--- src/rtl/pipelined_averager.sv ---
// Pipelined unsigned averager: input register, registered adder tree, per-sample shift, output
// register. Define AVG_SATURATE_EN to saturate out-of-range results and report them on ovf.
module pipelined_averager #(
  parameter int unsigned DATAWIDTH = 16,
  parameter int unsigned LOG2N     = 3,
  parameter int unsigned SUMWIDTH  = DATAWIDTH + LOG2N
) (
  input  logic                            Clk,
  input  logic                            Rst,
  input  logic [(2**LOG2N)*DATAWIDTH-1:0] din,
  input  logic [7:0]                      sh_amt,
  input  logic                            in_valid,
  output logic                            in_ready,
  output logic [DATAWIDTH-1:0]            avg,
  output logic                            ovf,
  output logic                            out_valid,
  input  logic                            out_ready
);

  localparam int unsigned NUM_IN = 2 ** LOG2N;
  localparam int unsigned NODES  = NUM_IN - 1;
`ifdef AVG_SATURATE_EN
  localparam int unsigned SHR_W  = SUMWIDTH;
`else
  localparam int unsigned SHR_W  = DATAWIDTH;
`endif
  localparam logic [7:0]  SH_MAX = 8'(SUMWIDTH);

  logic                            stall;
  logic [NUM_IN*DATAWIDTH-1:0]     din_q;
  logic [SUMWIDTH-1:0]             node_q [NODES];
  logic [SUMWIDTH-1:0]             node_d [NODES];
  logic [SUMWIDTH-1:0]             tree   [2*NUM_IN-1];
  logic [LOG2N:0]                  vld_q;
  logic [LOG2N:0][7:0]             sh_q;
  logic [SHR_W-1:0]                shr_d, shr_q;
  logic                            shr_vld_q;
  logic [DATAWIDTH-1:0]            avg_d, avg_q;
  logic                            out_valid_q;
`ifdef AVG_SATURATE_EN
  logic                            ovf_d, ovf_q;
`endif

  assign stall    = out_valid_q & ~out_ready;
  assign in_ready = ~stall;

  // Heap-ordered tree: node i sums children 2i+1 and 2i+2; leaves sit after the NODES sums.
  // A node at depth d is loaded LOG2N-d cycles after its leaves, so each depth is one stage.
  for (genvar i = 0; i < NODES; i++) begin : g_node
    assign tree[i]   = node_q[i];
    assign node_d[i] = tree[2*i+1] + tree[2*i+2];
  end

  for (genvar k = 0; k < NUM_IN; k++) begin : g_leaf
    assign tree[NODES+k] = SUMWIDTH'(din_q[k*DATAWIDTH +: DATAWIDTH]);
  end

  // Root is tree[0]; its shift amount is the one that travelled with it.
  assign shr_d = (sh_q[LOG2N] >= SH_MAX) ? '0 : SHR_W'(tree[0] >> sh_q[LOG2N]);

  always_comb begin
`ifdef AVG_SATURATE_EN
    ovf_d = |shr_q[SUMWIDTH-1:DATAWIDTH];
    avg_d = ovf_d ? '1 : shr_q[DATAWIDTH-1:0];
`else
    avg_d = shr_q;
`endif
  end

  always_ff @(posedge Clk) begin
    if (Rst) begin
      vld_q       <= '0;
      shr_vld_q   <= 1'b0;
      out_valid_q <= 1'b0;
      avg_q       <= '0;
`ifdef AVG_SATURATE_EN
      ovf_q       <= 1'b0;
`endif
    end else if (!stall) begin
      din_q       <= din;
      sh_q        <= {sh_q[LOG2N-1:0], sh_amt};
      vld_q       <= {vld_q[LOG2N-1:0], in_valid};
      node_q      <= node_d;
      shr_q       <= shr_d;
      shr_vld_q   <= vld_q[LOG2N];
      avg_q       <= avg_d;
      out_valid_q <= shr_vld_q;
`ifdef AVG_SATURATE_EN
      ovf_q       <= ovf_d;
`endif
    end
  end

  assign avg       = avg_q;
  assign out_valid = out_valid_q;
`ifdef AVG_SATURATE_EN
  assign ovf       = ovf_q;
`else
  assign ovf       = 1'b0;
`endif

endmodule

--- config.mk ---
export PLATFORM = sky130hd
export DESIGN_NAME = pipelined_averager
export DESIGN_NICKNAME = d
export VERILOG_FILES = /design/src/rtl/pipelined_averager.sv
export SDC_FILE = /design/constraint.sdc
export NUM_CORES = 1
export LEC_CHECK = 0
export BUFFER_PORTS_ARGS = -buffer_cell sky130_fd_sc_hd__buf_2
export CORE_ASPECT_RATIO = 0.8
export CORE_MARGIN = 5
export CORE_UTILIZATION = 40
export CTS_CLUSTER_DIAMETER = 40
export DETAILED_ROUTE_END_ITERATION = 8
export HOLD_SLACK_MARGIN = 0.08
export PLACE_DENSITY_LB_ADDON = 0.3
export SLEW_MARGIN = 20
export SYNTH_ARGS = -nofsm -noshare
export SYNTH_HDL_FRONTEND = slang
export SYNTH_SLANG_ARGS = --single-unit
--- constraint.sdc ---
create_clock -name Clk -period 26.5 [get_ports Clk]
set_input_delay 3.975 -clock Clk [delete_from_list [all_inputs] [get_ports Clk]]
set_output_delay 3.975 -clock Clk [all_outputs]
set_load 0.02 [all_outputs]
==> reports/qor.csv, run 1 <==
stage;metric;value;unit
status;status;complete, no violations;
finish;fin nets;1640;
clock_network;clock-pin slew of the registers on the worst-case setup and hold paths;60;ps
routing;Starting DRT DRC Count;487;
place;PortBufs;157;
worst_setup_path;crit path DAT;5070;ps
clock_network;total CTS buffers;44;
logic_synthesis;top cells by area, synth;edfxtp_1, ha_1, xnor2_1;
worst_setup_path;critical path endpoint category;primary output;
timing;Max-slew headroom;39.2;%
logic_synthesis;Main synth FF type;edfxtp_1;
timing;worst-margin pin slew;911;ps
timing;crit path time final;9050;ps
routing;via-per-instance ratio;4.99;
logic_synthesis;Mapped Nets;1453;
global_route;initial antenna violation count;0;
logic_synthesis;Post-Syn Area per Cell;13.0;um^2
routing;DR WL/cell;14.6;um
routing;DR DRC count;0;
clock_network;CTS Buffer Depth;3;
finish;Syn-to-layout area delta;19.1;%
logic_synthesis;Post-synth EDFFs;299;
floorplanning;Site Rows;64;
finish;post-route cell area;18400;um^2
logic_synthesis;Post-Syn Instances;1190;
timing;Final Hold Viols;0;
clock_network;htree depth;2;
clock_network;PostCTS Resize Cnt;0;
clock_network;number of setup buffers added after CTS;0;
timing;final worst clock skew;14.6;ps
floorplanning;Ports;159;
routing;Antenna Nets Post-Route;0;
place;Post-DP Area;16800;um^2
global_route;GRT Overall Usage;12.9;%
global_route;largest net degree at the start of global routing;212;
timing;final setup fails;0;
power;maximum VDD drop;0.0000553;V
routing;Final Routed Wirelength;27800;um
logic_synthesis;Synth async-reset ratio;0;%
routing;DRT Pass-1 Iters;5;
logic_synthesis;register area share after synthesis;61.0;%
floorplanning;die footprint;42600;um^2
routing;Vias;9513;
timing;f_max;111;MHz
logic_synthesis;mapped cell area;15400;um^2
power;Leakage;7.29;nW
logic_synthesis;Seq cells post-synth;321;
place;pre-CTS setup slack;17480;ps
timing;setup ws final;17450;ps
timing;Final period util;34.1;%
finish;most frequent cells in the layout;edfxtp_1, buf_2, ha_1;
power;Final Power;0.00161;W
worst_setup_path;critical-path maximum fanout;24;
logic_synthesis;share of the synthesized area in the top cell type;58.2;%
timing;Max Slew Vio Count;0;
hold_path;Hold WC Path Type;register to register;
logic_synthesis;YS warnings;0;
finish;most common cell after layout, fill and taps aside;edfxtp_1;
floorplanning;Core Box Area;38200;um^2
global_route;first-pass GRT wire length;46100;um
floorplanning;Die Y;186;um
global_route;GR Overflow Total;0;
clock_network;Root Buffer;clkbuf_16;
timing;setup_tns;0;ps
finish;n_diodes;0;
timing;RSZ-0062 raised after global routing;no;
flow_run;max cap viols;0;
worst_setup_path;worst setup path category;input pin to primary output;
worst_setup_path;CP required;22520;ps
global_route;vias in the first global route;9409;
logic_synthesis;largest area contributor in the netlist;edfxtp_1;
floorplanning;Starting Density;40.4;%
floorplanning;Die Wd;230;um
place;Placer Congestion;0.816;
clock_network;Hold-fix buffers, CTS;0;
clock_network;Clk Latency, worst-skew pair;530;ps
place;HPWL Detailed;19600;um
timing;Fin Hold WS;411;ps
logic_synthesis;unique cell type count in the Yosys netlist;65;
worst_setup_path;Critical Path Source Type;input pin;
clock_network;CTS tree;built;
clock_network;CTS sink cnt;321;
power;pwr/cell area;87.7;nW/um^2
finish;fillers;3331;
finish;layout cells sized above 1;18.1;%
cells in the mapped netlist (6+ instances only):
library cell  number
clkbuf_1          17
a211oi_1           8
nand2b_1          14
nor2_1            83
a21o_1            27
a31oi_1           10
nand2_1           91
o21ai_0           53
o211ai_1           6
mux2_2             6
nor3_1            16
fa_1               7
o21a_1            19
nand3_1           10
xor2_1            22
dfxtp_1           22
inv_1             37
o21bai_1           9
nand4_1           10
edfxtp_1         299
ha_1             116
a21oi_1          105
xnor2_1           68
mux2i_1           27
nor2b_1           26
or3_1              7
power by group:
part	internal (W)	leakage [nW]	switching (W)
Combinational	0.000152	3.42	0.000188
Sequential	0.000641	3.11	0.0000265
Clock	0.000383	0.750	0.000221
registers in the layout, summed over array words and instances, names as in the netlist:
name and count:
sh_q 32, out_valid 1, node_q 123, avg 16, din_q 128, vld_q 4, avg_d 16, shr_vld_q 1
worst max-delay path: stages:
cell and delay, ps:
buf_2 100, nor2b_1 100, buf_4 270, inv_1 340, buf_2 280
per-stage QoR:
step	std cells	util, %
2_1_floorplan	1190	-
3_3_place_gp	1824	44.0
3_5_place_dp	1824	44.0
4_1_cts	1903	48.0
5_1_grt	1905	48.1
6_report	1905	48.1
final cells by class:
| cell class | instances | area [um^2] | area share [%] |
|---|---|---|---|
| Clock inverter | 27 | 344 | 1.87 |
| Timing Repair Buffer | 162 | 876 | 4.77 |
| Tap cell | 495 | 619 | 3.37 |
| Inverter | 38 | 143 | 0.776 |
| Sequential cell | 321 | 9420 | 51.3 |
| Multi-Input combinational cell | 810 | 5790 | 31.5 |
| Clock buffer | 52 | 1180 | 6.44 |
routing by layer:
metal / part of all wire (%) / vias up / track usage (%)
li1: - / 4853 / -
met1: 49 / 4411 / 18.3
met2: 44 / 200 / 20.5
met3: 4.9 / 49 / 2.75
met4: 2.0 / 0 / 3.34
met5: 0 / - / 0
path summary, 6_finish.rpt:
kind | start | endpoint | slack [ps] | cells after the start
hold reg to reg | sh_q[23]$_DFFE_PP_ | sh_q[31]$_DFFE_PP_ | 410 | 0
setup / recovery | out_ready | in_ready | 17450 | 5
setup reg to reg | out_valid$_SDFFE_PP0N_ | node_q[53]$_DFFE_PP_ | 23110 | 6
hold / removal | sh_q[23]$_DFFE_PP_ | sh_q[31]$_DFFE_PP_ | 410 | 0
cells by family (layout without fill, tap and decap cells):
logic type / after synthesis / count (layout) / share of synthesized area [%]
DFF: 321 / 321 / 61.0
AOI/OAI and AO/OA: 287 / 287 / 11.6
and+or+nand+nor: 276 / 276 / 8.22
adders and majority gates: 123 / 123 / 10.3
xor gates and xnor gates: 90 / 90 / 5.11
buffers and inverters: 59 / 279 / 1.48
muxes: 33 / 33 / 2.19
other: 1 / 1 / 0.0243
(Power assumes the default switching activity.)
==> run 2: changes to the inputs <==
==> constraint.sdc (replaced) <==
create_clock -name Clk -period 8.98 [get_ports Clk]
set_input_delay 1.347 -clock Clk [delete_from_list [all_inputs] [get_ports Clk]]
set_output_delay 1.347 -clock Clk [all_outputs]
set_load 0.02 [all_outputs]
==> run 2 against run 1 <==
  * Hold slack worse by 20 ps
  * Critical path depth did not move
  * Clock skew grew 16 ps
  * Flip-flop and latch count unchanged
  * Cell count decreased by 0.26%
  * Die area unchanged
  * Non-clock buffer count fell by 1
  * Utilization decreased by 0.49 points
  * Via count shrank 0.43%
  * Worst setup slack worse by 12000 ps
  * Largest cell class unchanged
==> reports/qor.csv, run 2 (same netlist as run 1, synthesis figures left out) <==
stage;metric;value;unit;change
clock_network;Hold-fix buffers, CTS;0;;unchanged
finish;max FFs per register;128;;unchanged
timing;RSZ-0062 raised after global routing;no;;unchanged
flow_run;max cap viols;0;;unchanged
place;PortBufs;157;;unchanged
worst_setup_path;Largest delay share family, worst path;buffers and inverters;;unchanged
worst_setup_path;critical path depth;5;;unchanged
routing;DR WL/cell;14.6;um;about the same
routing;Antenna Nets Post-Route;0;;unchanged
worst_setup_path;critical-path cell list;buf_2 > nor2b_1 > buf_4 > inv_1 > buf_2;;unchanged
finish;most frequent cells in the layout;edfxtp_1, buf_2, ha_1;;unchanged
power;Sw Pwr;0.00125;W;was 0.000435 W
routing;Vias;9472;;was 9,513
routing;Starting DRT DRC Count;443;;was 487
routing;DR DRC count;0;;unchanged
clock_network;Root Buffer;clkbuf_16;;unchanged
timing;worst-margin pin slew;1080;ps;was 911 ps
power;Clk pwr share;35.4;%;was 37.5%
global_route;vias in the first global route;9448;;was 9,409
worst_setup_path;Worst Setup SP;out_ready;;unchanged
routing;via-per-instance ratio;4.99;;about the same
routing;DRT Pass-1 Iters;4;;was 5
clock_network;clock-pin slew of the registers on the worst-case setup and hold paths;60;ps;about the same
timing;setup_tns;0;ps;unchanged
worst_setup_path;Crit-path slowest cell;inv_1;;unchanged
finish;layout cells sized above 1;17.5;%;was 18.1%
floorplanning;die footprint;42600;um^2;unchanged
power;Leakage;7.18;nW;was 7.29 nW
floorplanning;Die Y;186;um;unchanged
worst_setup_path;crit path DAT;2450;ps;was 5070 ps
timing;Max-slew headroom;28.3;%;was 39.2%
global_route;first-pass GRT wire length;45800;um;was 46,100 um
timing;final worst clock skew;30.8;ps;was 14.6 ps
worst_setup_path;worst setup path category;input pin to primary output;;unchanged
timing;Final period util;42.3;%;
finish;n_diodes;0;;unchanged
status;status;complete, no violations;;unchanged
timing;f_max;263;MHz;
routing;Final Routed Wirelength;27700;um;was 27,800 um
finish;fin nets;1638;;was 1,640
clock_network;htree depth;2;;unchanged
worst_setup_path;CP endpoint;in_ready;;unchanged
global_route;largest net degree at the start of global routing;181;;was 212
finish;most common cell after layout, fill and taps aside;edfxtp_1;;unchanged
finish;Util after Layout;47.6;%;was 48.1%
worst_setup_path;CP required;7630;ps;was 22,520 ps
power;Flop pwr share;43.0;%;was 41.5%
place;HPWL Detailed;19900;um;was 19,600 um
floorplanning;Site Rows;64;;unchanged
floorplanning;Ports;159;;unchanged
timing;Fin Hold WS;391;ps;was 411 ps
place;Placer Congestion;0.827;;was 0.816
floorplanning;Core Box Area;38200;um^2;unchanged
global_route;GRT Overall Usage;12.9;%;about the same
finish;Top Registers;din_q (128), node_q (123), sh_q (32);;unchanged
power;pwr/cell area;252;nW/um^2;was 87.7 nW/um^2
worst_setup_path;RR Endpoint;node_q[54]$_DFFE_PP_;;was node_q[53]$_DFFE_PP_
power;Logic pwr share;21.6;%;was 21.1%
floorplanning;Starting Density;40.4;%;unchanged
worst_setup_path;Critical Path Source Type;input pin;;unchanged
worst_setup_path;WP buf/inv;4;;unchanged
power;maximum VDD drop;0.000163;V;was 0.0000553 V
finish;Syn-to-layout area delta;17.9;%;was 19.1%
worst_setup_path;reg-to-reg slack, setup;5960;ps;was 23,110 ps
timing;crit path time final;3800;ps;
clock_network;number of setup buffers added after CTS;0;;unchanged
power;P_int;0.00334;W;was 0.00118 W
clock_network;PostCTS Resize Cnt;0;;unchanged
clock_network;Clk Latency, worst-skew pair;550;ps;was 530 ps
power;switch share;27.2;%;was 27.0%
finish;final cell count without fillers;1900;;was 1,905
worst_setup_path;crit-path max cell delay;330;ps;was 340 ps
worst_setup_path;critical-path maximum fanout;24;;unchanged
timing;Final Hold Viols;0;;unchanged
floorplanning;Die Wd;230;um;unchanged
worst_setup_path;cell mode on critical path;buf_2;;unchanged
clock_network;CTS Buffer Depth;3;;unchanged
worst_setup_path;critical path endpoint category;primary output;;unchanged
clock_network;total CTS buffers;43;;was 44
finish;Largest Register;din_q;;unchanged
place;Inst Count DP;1825;;was 1,824
hold_path;Hold WC Path Type;register to register;;unchanged
worst_setup_path;R2R cell count;10;;was 6
global_route;initial antenna violation count;0;;unchanged
clock_network;CTS sink cnt;321;;unchanged
clock_network;CTS tree;built;;unchanged
timing;final setup fails;0;;unchanged
timing;Max Slew Vio Count;0;;unchanged
worst_setup_path;R2R Path Start;din_q[32]$_DFFE_PP_;;was out_valid$_SDFFE_PP0N_
global_route;GR Overflow Total;0;;unchanged
run 2: per-stage QoR:
stage / worst slack [ps] / power (W) / area, um^2
2_1_floorplan: 2360 / 0.00276 / 15400
3_3_place_gp: 5210 / 0.00298 / 16800
3_5_place_dp: 5180 / 0.00299 / 16800
4_1_cts: 5180 / 0.00464 / 18200
5_1_grt: 5080 / 0.00486 / 18200
6_report: 5180 / 0.00458 / 18200
run 2: per-layer routing:
layer	global-route usage [%]	up-vias	routed length, um
li1	-	4847	-
met1	18.2	4394	13600
met2	20.3	186	12200
met3	3.02	45	1370
met4	3.22	0	523
met5	0	-	0
run 2: worst reg2reg max path, stage by stage (launching register included):
cell and delay [ps]:
edfxtp_1 370, ha_1 250, fa_1 400, a21o_1 200, a21oi_2 170, o21bai_1 110
a2bb2oi_1 200, a41o_1 300, or4_1 420, a31oi_2 230, o21ai_1 90
run 2: power groups by stage:
stage,registers (W),logic (W),clock network [W]
2_1_floorplan,0.00198,0.000779,0
3_3_place_gp,0.00200,0.000974,0
3_5_place_dp,0.00201,0.000986,0
4_1_cts,0.00198,0.000994,0.00167
5_1_grt,0.00199,0.00112,0.00174
6_report,0.00197,0.000990,0.00162
run 2: how the worst min path moves through the flow:
stage	startpoint	to	slack [ps]	cells after the start
after floorplan	sh_q[2]$_DFFE_PP_	sh_q[10]$_DFFE_PP_	400	0
after global placement	sh_q[7]$_DFFE_PP_	sh_q[15]$_DFFE_PP_	400	0
after detailed placement	sh_q[8]$_DFFE_PP_	sh_q[16]$_DFFE_PP_	400	0
after CTS	sh_q[8]$_DFFE_PP_	sh_q[16]$_DFFE_PP_	400	0
after global routing	sh_q[8]$_DFFE_PP_	sh_q[16]$_DFFE_PP_	410	0
final	sh_q[8]$_DFFE_PP_	sh_q[16]$_DFFE_PP_	390	0
run 2: final cells by class:
cell class | count | area (um^2)
Fill cell | 3378 | 20000
Sequential cell | 321 | 9420
Multi-Input combinational cell | 810 | 5790
Clock buffer | 48 | 1130
Timing Repair Buffer | 161 | 828
Tap cell | 495 | 619
Clock inverter | 27 | 262
Inverter | 38 | 143
==> run 3: changes to the inputs <==
==> constraint.sdc (replaced) <==
create_clock -name Clk -period 3.9 [get_ports Clk]
set_input_delay 0.585 -clock Clk [delete_from_list [all_inputs] [get_ports Clk]]
set_output_delay 0.585 -clock Clk [all_outputs]
set_load 0.02 [all_outputs]
==> run 3 against run 2 <==
  * Cell count up 0.21%
  * Routed wire length down 1.8%
  * Power up 130%
  * Die area unchanged
  * Register-to-register slack worse by 5000 ps
  * Critical path depth up 5
  * Critical path type is now register to register
  * Largest cell class unchanged
  * Highest routed layer unchanged
==> reports/qor.csv, run 3 (same netlist as run 1, synthesis figures left out) <==
stage;metric;value;unit;change
status;status;complete, no violations;;unchanged
worst_setup_path;critical-path maximum fanout;3;;was 24
power;pwr/cell area;589;nW/um^2;was 252 nW/um^2
place;PortBufs;157;;unchanged
timing;final setup fails;0;;unchanged
global_route;vias in the first global route;9243;;was 9,448
power;maximum VDD drop;0.000328;V;was 0.000163 V
routing;DR DRC count;0;;unchanged
worst_setup_path;CP required;4180;ps;was 7630 ps
clock_network;clock-pin slew of the registers on the worst-case setup and hold paths;60;ps;about the same
routing;Final Routed Wirelength;27200;um;was 27,700 um
timing;Final Hold Viols;0;;unchanged
finish;Largest Register;din_q;;unchanged
worst_setup_path;worst setup path category;register to register;;was input pin to primary output
hold_path;Hold WC Path Type;input pin to register;;was register to register
power;Clk pwr share;36.6;%;was 35.4%
finish;multi-input logic area;5790;um^2;unchanged
finish;Syn-to-layout area delta;18.6;%;was 17.9%
worst_setup_path;critical-path cell list;ha_1 > fa_1 > a21o_1 > a21oi_2 > o21bai_1 > a2bb2oi_1 > a41o_1 > or4_1 > a31oi_2 > o21ai_1;;was buf_2 > nor2b_1 > buf_4 > inv_1 > buf_2
timing;crit path time final;2980;ps;
power;Logic pwr share;21.3;%;was 21.6%
clock_network;PostCTS Resize Cnt;0;;unchanged
worst_setup_path;Crit-path slowest cell;or4_1;;was inv_1
worst_setup_path;critical path depth;10;;was 5
worst_setup_path;WP buf/inv;0;;was 4
worst_setup_path;crit path DAT;3260;ps;was 2450 ps
finish;layout cells sized above 1;18.0;%;was 17.5%
timing;f_max;335;MHz;
finish;fin nets;1641;;was 1,638
floorplanning;Die Wd;230;um;unchanged
timing;worst-margin pin slew;906;ps;was 1080 ps
floorplanning;Site Rows;64;;unchanged
global_route;GR Overflow Total;0;;unchanged
finish;post-route cell area;18300;um^2;was 18,200 um^2
finish;most common cell after layout, fill and taps aside;edfxtp_1;;unchanged
power;switch share;27.0;%;was 27.2%
finish;fillers;3378;;unchanged
timing;Max-slew headroom;39.6;%;was 28.3%
floorplanning;Starting Density;40.4;%;unchanged
timing;final worst clock skew;16.3;ps;was 30.8 ps
worst_setup_path;Worst Setup SP;din_q[48]$_DFFE_PP_;;was out_ready
timing;Final period util;76.5;%;
place;HPWL Detailed;19500;um;was 19,900 um
timing;Max Slew Vio Count;0;;unchanged
place;Post-DP Area;16800;um^2;about the same
routing;DRT Pass-1 Iters;5;;was 4
clock_network;Root Buffer;clkbuf_16;;unchanged
finish;n_diodes;0;;unchanged
power;Flop pwr share;42.1;%;was 43.0%
flow_run;max cap viols;0;;unchanged
floorplanning;Die Y;186;um;unchanged
power;Final Power;0.0108;W;was 0.00458 W
routing;Starting DRT DRC Count;404;;was 443
clock_network;number of setup buffers added after CTS;0;;unchanged
power;Sw Pwr;0.00290;W;was 0.00125 W
power;P_int;0.00787;W;was 0.00334 W
clock_network;CTS Buffer Depth;3;;unchanged
global_route;GRT Overall Usage;12.8;%;was 12.9%
clock_network;total CTS buffers;44;;was 43
global_route;initial antenna violation count;0;;unchanged
worst_setup_path;critical path endpoint category;register;;was primary output
place;Placer Congestion;0.820;;was 0.827
worst_setup_path;Critical Path Source Type;register;;was input pin
worst_setup_path;R2R cell count;10;;unchanged
timing;setup_tns;0;ps;unchanged
worst_setup_path;reg-to-reg slack, setup;920;ps;was 5960 ps
timing;RSZ-0062 raised after global routing;no;;unchanged
power;Leakage;7.23;nW;was 7.18 nW
global_route;largest net degree at the start of global routing;130;;was 181
worst_setup_path;Largest delay share family, worst path;compound AO/OA/AOI/OAI gates;;was buffers and inverters
routing;via-per-instance ratio;4.91;;was 4.99
global_route;first-pass GRT wire length;45400;um;was 45,800 um
clock_network;CTS tree;built;;unchanged
worst_setup_path;RR Endpoint;node_q[54]$_DFFE_PP_;;unchanged
clock_network;Clk Latency, worst-skew pair;540;ps;was 550 ps
worst_setup_path;CP endpoint;node_q[54]$_DFFE_PP_;;was in_ready
worst_setup_path;crit-path max cell delay;420;ps;was 330 ps
finish;Top Registers;din_q (128), node_q (123), sh_q (32);;unchanged
routing;DR WL/cell;14.3;um;was 14.6 um
finish;max FFs per register;128;;unchanged
floorplanning;die footprint;42600;um^2;unchanged
clock_network;Hold-fix buffers, CTS;0;;unchanged
finish;Register Area;9420;um^2;unchanged
floorplanning;Core Box Area;38200;um^2;unchanged
finish;most frequent cells in the layout;edfxtp_1, buf_2, ha_1;;unchanged
clock_network;htree depth;2;;unchanged
floorplanning;Ports;159;;unchanged
clock_network;CTS sink cnt;321;;unchanged
routing;Vias;9342;;was 9,472
worst_setup_path;R2R Path Start;din_q[48]$_DFFE_PP_;;was din_q[32]$_DFFE_PP_
routing;Antenna Nets Post-Route;0;;unchanged
-- run 3: cell count changes in the layout (fill, tap and decap cells not counted), sizes merged --
cell      previous run  this run
clkinv              13         9
clkbuf              48        51
buf                161       163
bufinv               3         5
clkinvlp             5         7
inv                 44        43
-- run 3: worst min path at each step --
stage / cells after the start / to / start / slack [ps]
2_1_floorplan: 0 / sh_q[10]$_DFFE_PP_ / sh_q[2]$_DFFE_PP_ / 400
3_5_place_dp: 0 / sh_q[30]$_DFFE_PP_ / sh_q[22]$_DFFE_PP_ / 410
6_report: 1 / din_q[30]$_DFFE_PP_ / din[30] / 220
3_3_place_gp: 0 / sh_q[15]$_DFFE_PP_ / sh_q[7]$_DFFE_PP_ / 400
4_1_cts: 1 / sh_q[7]$_DFFE_PP_ / sh_amt[7] / 180
5_1_grt: 1 / din_q[122]$_DFFE_PP_ / din[122] / 190
-- run 3: power groups by stage --
stage / Sequential, W / Clock, W / Combinational (W)
5_1_grt: 0.00458 / 0.00421 / 0.00261
4_1_cts: 0.00455 / 0.00407 / 0.00231
3_3_place_gp: 0.00461 / 0 / 0.00227
6_report: 0.00453 / 0.00394 / 0.00230
3_5_place_dp: 0.00461 / 0 / 0.00229
2_1_floorplan: 0.00455 / 0 / 0.00179
-- run 3: area by class of cell --
| type | instances | share of cell area, % |
|---|---|---|
| clock buffers | 51 | 6.33 |
| flip-flops and latches | 321 | 51.5 |
| clock inverters | 26 | 1.68 |
| inverters | 38 | 0.780 |
| multi-input cells | 810 | 31.7 |
| well taps | 495 | 3.39 |
| repair buffers | 163 | 4.68 |
-- run 3: layer usage --
metal	track usage (%)	share of wire [%]
met2	19.8	44
met1	18.1	49
met5	0	0
met3	3.13	5.5
met4	3.65	2.1
-- run 3: per-stage QoR --
stage | hold slack, ps | cells | setup WS, ps | util, %
after floorplan | 400 | 1190 | -1840 | -
after global placement | 404 | 1827 | 948 | 44.1
after detailed placement | 405 | 1827 | 893 | 44.1
after CTS | 183 | 1904 | 892 | 47.9
after global routing | 188 | 1904 | 726 | 47.9
final | 222 | 1904 | 918 | 47.9
